<file path="src/rtl/rom_load_arbiter_if.sv">
// Bus bundle for rom_load_arbiter: HPS download port, CPU read port and shared RAM port.
// The master modport is the arbiter; the slave modport is the surrounding system.
interface rom_load_arbiter_if #(
  parameter int unsigned ADDR_W = 16
);
  logic              ioctl_download;
  logic              ioctl_wr;
  logic [26:0]       ioctl_addr;
  logic [7:0]        ioctl_dout;
  logic              ioctl_wait;

  logic              cpu_req;
  logic [ADDR_W-1:0] cpu_addr;
  logic              cpu_ack;
  logic [7:0]        cpu_dout;

  logic [ADDR_W-1:0] mem_addr;
  logic [7:0]        mem_din;
  logic              mem_we;
  logic              mem_rd;
  logic [7:0]        mem_dout;

  logic              rom_ready;
  logic              core_rst;
  logic [7:0]        dl_sum;

  modport master (
    input  ioctl_download, ioctl_wr, ioctl_addr, ioctl_dout,
    input  cpu_req, cpu_addr, mem_dout,
    output ioctl_wait, cpu_ack, cpu_dout,
    output mem_addr, mem_din, mem_we, mem_rd,
    output rom_ready, core_rst, dl_sum
  );

  modport slave (
    output ioctl_download, ioctl_wr, ioctl_addr, ioctl_dout,
    output cpu_req, cpu_addr, mem_dout,
    input  ioctl_wait, cpu_ack, cpu_dout,
    input  mem_addr, mem_din, mem_we, mem_rd,
    input  rom_ready, core_rst, dl_sum
  );
endinterface

</file>
<file path="src/rtl/rom_load_arbiter.sv">
// Arbitrates a shared RAM between HPS ROM download writes and CPU reads.
// Optional download checksum on dl_sum is enabled by defining ROM_ARB_CHECKSUM_EN.
module rom_load_arbiter #(
  parameter int unsigned ADDR_W      = 16,
  parameter logic [26:0] REGION_BASE = 27'h0
) (
  input  logic           clk_sys,
  input  logic           reset,
  rom_load_arbiter_if.master bus
);

  typedef enum logic [1:0] {IDLE, WR, RD, ACK} state_t;

  state_t            state, state_nxt;
  logic              wbuf_valid;
  logic [ADDR_W-1:0] wbuf_addr;
  logic [7:0]        wbuf_data;
  logic              dl_prev;
  logic              dl_seen;
  logic              rom_ready_q;
  logic [27:0]       rel_addr;
  logic              in_range;
  logic              wbuf_load;
  logic              dl_rise;

  // Range check on the full-width offset, before truncation, so nothing aliases.
  assign rel_addr  = {1'b0, bus.ioctl_addr} - {1'b0, REGION_BASE};
  assign in_range  = (rel_addr >> ADDR_W) == '0;
  assign wbuf_load = bus.ioctl_wr && !wbuf_valid && in_range;
  assign dl_rise   = bus.ioctl_download && !dl_prev;

  always_ff @(posedge clk_sys or posedge reset) begin
    if (reset) state <= IDLE;
    else       state <= state_nxt;
  end

  always_comb begin
    state_nxt = state;
    case (state)
      IDLE: begin
        if (wbuf_valid)
          state_nxt = WR;
        else if (bus.cpu_req && !bus.ioctl_download && rom_ready_q)
          state_nxt = RD;
      end
      WR:      state_nxt = IDLE;
      RD:      state_nxt = ACK;
      ACK:     state_nxt = IDLE;
      default: state_nxt = IDLE;
    endcase
  end

  always_comb begin
    bus.mem_we   = 1'b0;
    bus.mem_rd   = 1'b0;
    bus.cpu_ack  = 1'b0;
    bus.mem_addr = wbuf_addr;
    bus.mem_din  = wbuf_data;
    bus.cpu_dout = '0;
    case (state)
      WR:  bus.mem_we = 1'b1;
      RD: begin
        bus.mem_rd   = 1'b1;
        bus.mem_addr = bus.cpu_addr;
      end
      ACK: begin
        bus.cpu_ack  = 1'b1;
        bus.cpu_dout = bus.mem_dout;
      end
      default: ;
    endcase
  end

  always_ff @(posedge clk_sys or posedge reset) begin
    if (reset) begin
      wbuf_valid <= 1'b0;
      wbuf_addr  <= '0;
      wbuf_data  <= '0;
    end else if (state == WR) begin
      wbuf_valid <= 1'b0;
    end else if (wbuf_load) begin
      wbuf_valid <= 1'b1;
      wbuf_addr  <= rel_addr[ADDR_W-1:0];
      wbuf_data  <= bus.ioctl_dout;
    end
  end

  // dl_seen marks that a download has happened since reset; ready waits for it to end and drain.
  always_ff @(posedge clk_sys or posedge reset) begin
    if (reset) begin
      dl_prev     <= 1'b0;
      dl_seen     <= 1'b0;
      rom_ready_q <= 1'b0;
    end else begin
      dl_prev <= bus.ioctl_download;
      dl_seen <= dl_seen | bus.ioctl_download;
      if (dl_rise)
        rom_ready_q <= 1'b0;
      else if (!bus.ioctl_download && dl_seen && !wbuf_valid && state == IDLE)
        rom_ready_q <= 1'b1;
    end
  end

`ifdef ROM_ARB_CHECKSUM_EN
  logic [7:0] sum_q;

  always_ff @(posedge clk_sys or posedge reset) begin
    if (reset)              sum_q <= '0;
    else if (dl_rise)       sum_q <= '0;
    else if (state == WR)   sum_q <= sum_q + wbuf_data;
  end

  assign bus.dl_sum = sum_q;
`else
  assign bus.dl_sum = '0;
`endif

  assign bus.ioctl_wait = wbuf_valid;
  assign bus.rom_ready  = rom_ready_q;
  assign bus.core_rst   = reset | ~rom_ready_q;

endmodule

</file>
<file path="src/flat_wrapper.sv">
// flat-port wrapper written by rule: the top's interface ports become plain ports
module rom_load_arbiter_flat 
#(
  parameter int unsigned ADDR_W      = 16,
  parameter logic [26:0] REGION_BASE = 27'h0
)
  (clk_sys, reset, bus_ioctl_download, bus_ioctl_wr, bus_ioctl_addr, bus_ioctl_dout, bus_cpu_req, bus_cpu_addr, bus_mem_dout, bus_ioctl_wait, bus_cpu_ack, bus_cpu_dout, bus_mem_addr, bus_mem_din, bus_mem_we, bus_mem_rd, bus_rom_ready, bus_core_rst, bus_dl_sum);
  rom_load_arbiter_if #(.ADDR_W(ADDR_W)) bus_i ();
  input  logic clk_sys;
  input  logic reset;
  input wire logic [$bits(bus_i.ioctl_download)-1:0] bus_ioctl_download;
  input wire logic [$bits(bus_i.ioctl_wr)-1:0] bus_ioctl_wr;
  input wire logic [$bits(bus_i.ioctl_addr)-1:0] bus_ioctl_addr;
  input wire logic [$bits(bus_i.ioctl_dout)-1:0] bus_ioctl_dout;
  input wire logic [$bits(bus_i.cpu_req)-1:0] bus_cpu_req;
  input wire logic [$bits(bus_i.cpu_addr)-1:0] bus_cpu_addr;
  input wire logic [$bits(bus_i.mem_dout)-1:0] bus_mem_dout;
  output wire logic [$bits(bus_i.ioctl_wait)-1:0] bus_ioctl_wait;
  output wire logic [$bits(bus_i.cpu_ack)-1:0] bus_cpu_ack;
  output wire logic [$bits(bus_i.cpu_dout)-1:0] bus_cpu_dout;
  output wire logic [$bits(bus_i.mem_addr)-1:0] bus_mem_addr;
  output wire logic [$bits(bus_i.mem_din)-1:0] bus_mem_din;
  output wire logic [$bits(bus_i.mem_we)-1:0] bus_mem_we;
  output wire logic [$bits(bus_i.mem_rd)-1:0] bus_mem_rd;
  output wire logic [$bits(bus_i.rom_ready)-1:0] bus_rom_ready;
  output wire logic [$bits(bus_i.core_rst)-1:0] bus_core_rst;
  output wire logic [$bits(bus_i.dl_sum)-1:0] bus_dl_sum;
  assign bus_i.ioctl_download = bus_ioctl_download;
  assign bus_i.ioctl_wr = bus_ioctl_wr;
  assign bus_i.ioctl_addr = bus_ioctl_addr;
  assign bus_i.ioctl_dout = bus_ioctl_dout;
  assign bus_i.cpu_req = bus_cpu_req;
  assign bus_i.cpu_addr = bus_cpu_addr;
  assign bus_i.mem_dout = bus_mem_dout;
  assign bus_ioctl_wait = bus_i.ioctl_wait;
  assign bus_cpu_ack = bus_i.cpu_ack;
  assign bus_cpu_dout = bus_i.cpu_dout;
  assign bus_mem_addr = bus_i.mem_addr;
  assign bus_mem_din = bus_i.mem_din;
  assign bus_mem_we = bus_i.mem_we;
  assign bus_mem_rd = bus_i.mem_rd;
  assign bus_rom_ready = bus_i.rom_ready;
  assign bus_core_rst = bus_i.core_rst;
  assign bus_dl_sum = bus_i.dl_sum;
  rom_load_arbiter #(.ADDR_W(ADDR_W), .REGION_BASE(REGION_BASE)) u_core (.clk_sys(clk_sys), .reset(reset), .bus(bus_i));
endmodule
</file>
<file path="config.mk">
export PLATFORM = sky130hd
export DESIGN_NAME = rom_load_arbiter_flat
export DESIGN_NICKNAME = d
export VERILOG_FILES = /design/src/rtl/rom_load_arbiter_if.sv /design/src/rtl/rom_load_arbiter.sv /design/src/flat_wrapper.sv
export SDC_FILE = /design/constraint.sdc
export NUM_CORES = 1
export LEC_CHECK = 0
export ABC_AREA = 1
export CAP_MARGIN = 10
export CORE_ASPECT_RATIO = 1.4
export CORE_UTILIZATION = 33
export CTS_BUF_LIST = sky130_fd_sc_hd__clkbuf_4
export CTS_CLUSTER_SIZE = 10
export DETAILED_ROUTE_END_ITERATION = 10
export PLACE_DENSITY = 0.79
export SYNTH_ARGS = -nofsm -noshare
export SYNTH_HDL_FRONTEND = slang
export SYNTH_SLANG_ARGS = --single-unit
export TNS_END_PERCENT = 10
</file>
<file path="constraint.sdc">
create_clock -name clk_sys -period 1.28 [get_ports clk_sys]
set_input_delay 0.256 -clock clk_sys [delete_from_list [all_inputs] [get_ports clk_sys]]
set_output_delay 0.256 -clock clk_sys [all_outputs]
set_load 0.02 [all_outputs]
</file>
==> flow_metrics.py, run 1 <==
metrics = {
    "run_status": {
        "status": "finished, violations left",
        "violations": "setup timing",
    },
    "pwr": {
        "p_per_area_nw_per_um2": 1300,
        "p_leak_nw": 1.56,
        "totalPowerFinal_mw": 3.78,
        "ir_worst_vdd_v": 0.000703,
    },
    "sta": {
        "finClkSkew_ns": 0.00865,
        "post-route-worst-setup-slack_ns": -0.377,
        "fmax_mhz": 603,
        "slew_viol_final": 0,
        "finalHoldViolCount": 0,
        "rsz0062_at_grt": "true",
        "fin_crit_sh": 1.29,
        "setup_viol": 52,
        "min_period_ns": 1.66,
    },
    "yosys": {
        "syn_area_um2": 1600,
        "synth_top_area_share": 0.469,
        "synthTopCellsByArea": "dfrtp_1, nand2_1, nand3_1, buf_4, nor2_1",
        "postSynthAreaPerCell_um2": 7.30,
        "synth_warnings": 0,
        "synth_cells": 219,
        "synth_top_cell_by_area": "dfrtp_1",
        "synth_cell_types": 16,
        "ys_ff_latch": 30,
        "synth-seq-area-share": 0.469,
    },
    "worst_setup_path": {
        "path_class": "flip-flop to output pin",
        "critPathCapture": "bus_mem_addr[5]",
        "cp_data_arrival_time_ns": 1.40,
        "r2r-end": "u_core.wbuf_addr[13]$_DFFE_PP0P_",
        "cp_cell_sequence": "inv_2, nor2_4, buf_6, buf_8, nand2_1, nand2_1, buf_6",
        "start_kind": "flip-flop",
        "critPathRequiredTime_ns": 1.02,
        "critical-path-max-stage-delay_ns": 0.38,
        "worst_setup_path_end_kind": "output pin",
        "r2r_cells": 9,
        "critPathLaunch": "u_core.state[1]$_DFFE_PP0P_",
        "r2r_slack_ns": -0.26,
        "cp_max_fo": 8,
        "cpMaxStageDelayCell": "dfrtp_1",
        "r2r_start": "u_core.state[0]$_DFFE_PP0P_",
    },
    "layout": {
        "fin_nets": 404,
        "final_common_cell": "nand2_1",
        "nFillCells": 422,
        "design_area_um2": 2900,
        "layout-drive-gt1-share": 0.258,
        "layout_common_cells": "nand2_1, clkdlybuf4s50_1, dfrtp_1",
        "area_growth_pct": 81.1,
        "instances_no_fill": 403,
        "multi_input_area_um2": 736,
        "antennaDiodeCount": 0,
        "seq_area_um2": 751,
    },
    "flow_run": {
        "cap_violations": 0,
    },
    "floorplan": {
        "dieArea_um2": 5130,
        "die_h_um": 84.4,
        "initial_core_util": 0.347,
        "coreArea_um2": 4610,
        "die_x_um": 60.8,
        "pin_count": 110,
        "rows": 29,
    },
    "clock_network": {
        "cts_buffers": 5,
        "root_buffer": "clkbuf_4",
        "clock_latency_ns": 0.33,
        "clock_path_buffers": 2,
        "clkTransAtPathRegs_ns": 0.10,
        "cts_max_level": 2,
        "cts_tree": "yes",
        "clock-sinks": 30,
    },
    "drt": {
        "drc_errors": 0,
        "wl_mm": 4.49,
        "drt-initial-drc-count": 35,
        "ant_nets": 0,
        "viasPerCell": 4.36,
        "via_count": 1758,
        "firstDrtPassIters": 4,
        "avgRoutedWirePerCell_um": 11.1,
    },
    "global_route": {
        "grt_max_degree": 31,
        "grt-ovfl-total": 0,
        "grt_pass1_wl_mm": 7.13,
        "antenna_found_initial": 0,
        "grtUsageTotal": 0.188,
        "grt_pass1_vias": 1663,
    },
    "place": {
        "placed_area_um2": 2750,
        "place.gp.congestion": 0.831,
        "portBuffers": 101,
        "dp_hpwl_mm": 3.25,
        "placed_cells": 389,
    },
    "worst_hold_path": {
        "hold_class": "primary input to asynchronous set/reset pin",
    },
}
[sequential cells by signal, summed over array words and instances, names as in the netlist]
signal / flops
u_core.wbuf_addr: 16
u_core.state: 2
u_core.bus.ioctl_wait: 1
u_core.dl_prev: 1
u_core.dl_seen: 1
u_core.bus.mem_din: 8
u_core.bus.rom_ready: 1
[worst min-delay path by stage]
| stage | startpoint | depth (start not counted) | to | slack (ns) |
|---|---|---|---|---|
| global placement | u_core.bus.mem_din[1]$_DFFE_PP0P_ | 2 | u_core.bus.mem_din[1]$_DFFE_PP0P_ | 0.45 |
| finish | reset | 3 | u_core.bus.rom_ready$_DFFE_PP0P_ | 0.18 |
| global route | reset | 3 | u_core.state[1]$_DFFE_PP0P_ | 0.22 |
| detailed placement | u_core.dl_seen$_DFF_PP0_ | 1 | u_core.dl_seen$_DFF_PP0_ | 0.45 |
| CTS | reset | 3 | u_core.bus.rom_ready$_DFFE_PP0P_ | 0.18 |
| floorplan | reset | 1 | u_core.bus.ioctl_wait$_DFFE_PP0P_ | 0.18 |
[power breakdown]
| part | leakage, nW | switching [mW] | internal (mW) |
|---|---|---|---|
| sequential | 0.406 | 0.0496 | 1.00 |
| combinational | 1.11 | 1.01 | 0.964 |
| clock | 0.0450 | 0.343 | 0.404 |
| total | 1.56 | 1.41 | 2.37 |
[cell type report]
type	instances	area share
multi-input cells	164	0.254
clock inverters	3	0.0138
well taps	62	0.0268
inverters	16	0.0246
clock buffers	5	0.0130
flip-flops and latches	30	0.259
repair buffers	123	0.408
[metrics by stage]
step           setup TNS (ns)   util  setup slack (ns)  hold slack [ns]
4_1_cts                -13.95  0.630            -0.368            0.178
2_1_floorplan         -0.0893      -           -0.0111            0.176
6_report               -14.76  0.628            -0.377            0.177
3_5_place_dp           -19.17  0.596            -0.501            0.453
3_3_place_gp           -18.03  0.596            -0.481            0.453
5_1_grt                -18.89  0.628            -0.442            0.217
[cells in the mapped netlist]
master   number
nand2_1     104
dfrtp_1      30
nand3_1      26
nor2_1       17
inv_1        14
buf_4        10
buf_2         4
buf_6         2
inv_2         2
nand2_2       2
nor2_4        2
o21ai_0       2
conb_1        1
nand2_4       1
nor2_8        1
or2_2         1
[kinds of logic (layout without fill, tap and decap cells)]
family,Yosys count,count (layout),share of synthesized area
AND/OR/NAND/NOR,154,154,0.411
other,1,8,0.00235
flip-flops,30,30,0.469
buffers and inverters,32,147,0.111
AO/OA/AOI/OAI,2,2,0.00626
[worst max-delay path: cells and delay by family (launching register included)]
family	cells	cell delay, ns
DFF	1	0.38
buffers and inverters	4	0.41
and+or+nand+nor	3	0.28
[layer usage]
metal,vias to the layer above,share of wire,GRT usage
li1,894,-,-
met1,780,0.38,0.194
met2,76,0.52,0.343
met3,8,0.082,0.0508
met4,0,0.021,0.0744
met5,-,0,0
[repair_timing]
action | in CTS | in global routing
pin swaps | 1 | 7
buffers inserted | 5 | 1
hold buffers | 0 | 0
endpoints found under the setup margin | 63 | 55
cloned | 1 | 0
resized for setup | 191 | 11
(Power assumes the default switching activity.)
==> inputs of run 2 (changes only) <==
MAX_ROUTING_LAYER = met4   (was unset)
==> flow_metrics.py, run 2 (synthesis gave the netlist of run 1 again) <==
metrics = {
    "drt": {
        "via_count": 1763,
        "viasPerCell": 4.37,
        "ant_nets": 0,
        "drt-initial-drc-count": 42,
        "avgRoutedWirePerCell_um": 11.1,
        "wl_mm": 4.49,
        "firstDrtPassIters": 4,
        "drc_errors": 0,
    },
    "pwr": {
        "seqPwrFrac": 0.278,
        "switchingPower_mw": 1.41,
        "ir_worst_vdd_v": 0.000703,
        "comb_power_share": 0.524,
        "p_per_area_nw_per_um2": 1300,
        "p_sw_frac": 0.372,
        "p_clk_frac": 0.198,
        "p_leak_nw": 1.56,
        "p_int_mw": 2.37,
    },
    "worst_setup_path": {
        "start_kind": "flip-flop",
        "critical-path-max-stage-delay_ns": 0.38,
        "critPathRequiredTime_ns": 1.02,
        "path_class": "flip-flop to output pin",
        "worst_setup_path_end_kind": "output pin",
        "r2r-end": "u_core.wbuf_addr[13]$_DFFE_PP0P_",
        "cp_max_fo": 8,
        "r2r_start": "u_core.state[0]$_DFFE_PP0P_",
        "r2r_cells": 9,
        "r2r_slack_ns": -0.26,
        "cpMaxStageDelayCell": "dfrtp_1",
        "cp_cell_sequence": "inv_2, nor2_4, buf_6, buf_8, nand2_1, nand2_1, buf_6",
        "cp_data_arrival_time_ns": 1.40,
    },
    "layout": {
        "nFillCells": 422,
        "final_common_cell": "nand2_1",
        "layout_common_cells": "nand2_1, clkdlybuf4s50_1, dfrtp_1",
        "antennaDiodeCount": 0,
        "seq_area_um2": 751,
        "regMostFlops": "u_core.wbuf_addr",
        "layout-drive-gt1-share": 0.258,
        "instances_no_fill": 403,
        "fin_nets": 404,
        "largest_reg_flops": 16,
        "area_growth_pct": 81.1,
        "multi_input_area_um2": 736,
        "design_area_um2": 2900,
    },
    "sta": {
        "fin_crit_sh": 1.29,
        "fmax_mhz": 603,
        "min_period_ns": 1.66,
        "hold_ws_ns": 0.178,
        "setup_viol": 52,
        "finalHoldViolCount": 0,
        "finClkSkew_ns": 0.00793,
        "post-route-worst-setup-slack_ns": -0.377,
        "slew_viol_final": 0,
        "rsz0062_at_grt": "true",
    },
    "floorplan": {
        "rows": 29,
        "initial_core_util": 0.347,
        "pin_count": 110,
        "dieArea_um2": 5130,
        "coreArea_um2": 4610,
        "die_x_um": 60.8,
        "die_h_um": 84.4,
    },
    "clock_network": {
        "root_buffer": "clkbuf_4",
        "clock_path_buffers": 2,
        "cts_max_level": 2,
        "clock_latency_ns": 0.33,
        "cts_tree": "yes",
        "clkTransAtPathRegs_ns": 0.10,
        "cts_buffers": 5,
        "clock-sinks": 30,
    },
    "run_status": {
        "violations": "setup timing",
        "status": "finished, violations left",
    },
    "global_route": {
        "grt-ovfl-total": 0,
        "grtUsageTotal": 0.193,
        "antenna_found_initial": 0,
        "grt_pass1_wl_mm": 7.13,
        "grt_max_degree": 31,
        "grt_pass1_vias": 1663,
    },
    "place": {
        "dp_hpwl_mm": 3.25,
        "portBuffers": 101,
        "placed_cells": 389,
        "place.gp.congestion": 0.844,
        "placed_area_um2": 2750,
    },
    "flow_run": {
        "cap_violations": 0,
    },
    "worst_hold_path": {
        "hold_class": "primary input to asynchronous set/reset pin",
    },
}
-- run 2: cell counts in the layout (fill, tap and decap cells not counted) --
No cell type changed its count.
-- run 2: how the worst max path moves through the flow --
stage / startpoint / end / slack (ns) / cells past startpoint
2_1_floorplan: u_core.state[0]$_DFFE_PP0P_ / bus_mem_addr[11] / -0.01 / 5
3_3_place_gp: reset / bus_core_rst / -0.48 / 4
3_5_place_dp: reset / bus_core_rst / -0.50 / 4
4_1_cts: u_core.state[1]$_DFFE_PP0P_ / bus_mem_addr[11] / -0.37 / 7
5_1_grt: u_core.state[1]$_DFFE_PP0P_ / bus_mem_addr[6] / -0.44 / 7
6_report: u_core.state[1]$_DFFE_PP0P_ / bus_mem_addr[5] / -0.38 / 7
-- run 2: per-stage QoR --
stage	power, mW	setup TNS (ns)	util	worst slack, ns
detailed placement	2.78	-19.17	0.596	-0.501
floorplan	1.89	-0.0893	-	-0.0111
CTS	3.84	-13.95	0.630	-0.368
global placement	2.74	-18.03	0.596	-0.481
finish	3.77	-14.79	0.628	-0.377
global route	4.00	-18.89	0.628	-0.442
-- run 2: layer usage --
metal | GRT usage | wire (um) | vias up
met3 | 0.0478 | 365 | 8
met1 | 0.195 | 1710 | 783
li1 | - | - | 894
met5 | - | 0 | -
met2 | 0.343 | 2320 | 78
met4 | 0.0744 | 96 | 0
-- run 2: power groups by stage --
stage                     sequential [mW]  combinational (mW)  clock (mW)
final                                1.05                1.98       0.746
after global routing                 1.06                2.14       0.807
after CTS                            1.05                2.03       0.762
after detailed placement             1.07                1.71           0
after global placement               1.06                1.68           0
after floorplan                      1.10               0.796           0
-- run 2: final cells by class --
type,instances,area share
clock buffer,5,0.0130
clock inverter,3,0.0138
inverter,16,0.0246
multi-input combinational,164,0.254
sequential,30,0.259
tap,62,0.0268
timing repair buffer,123,0.408
-- run 2: critical path, delay by kind of cell, from the launching register on --
| kind | cells | cell delay (ns) |
|---|---|---|
| buffers and inverters | 4 | 0.41 |
| and+or+nand+nor | 3 | 0.28 |
| DFF | 1 | 0.38 |
-- run 2: repair_timing --
action,CTS,global route
buffers inserted,5,1
gates cloned,1,0
endpoints found under the hold margin,0,0
pin swaps,1,7
setup endpoints to repair,63,55
hold buffers,0,0
gates resized for setup,191,11
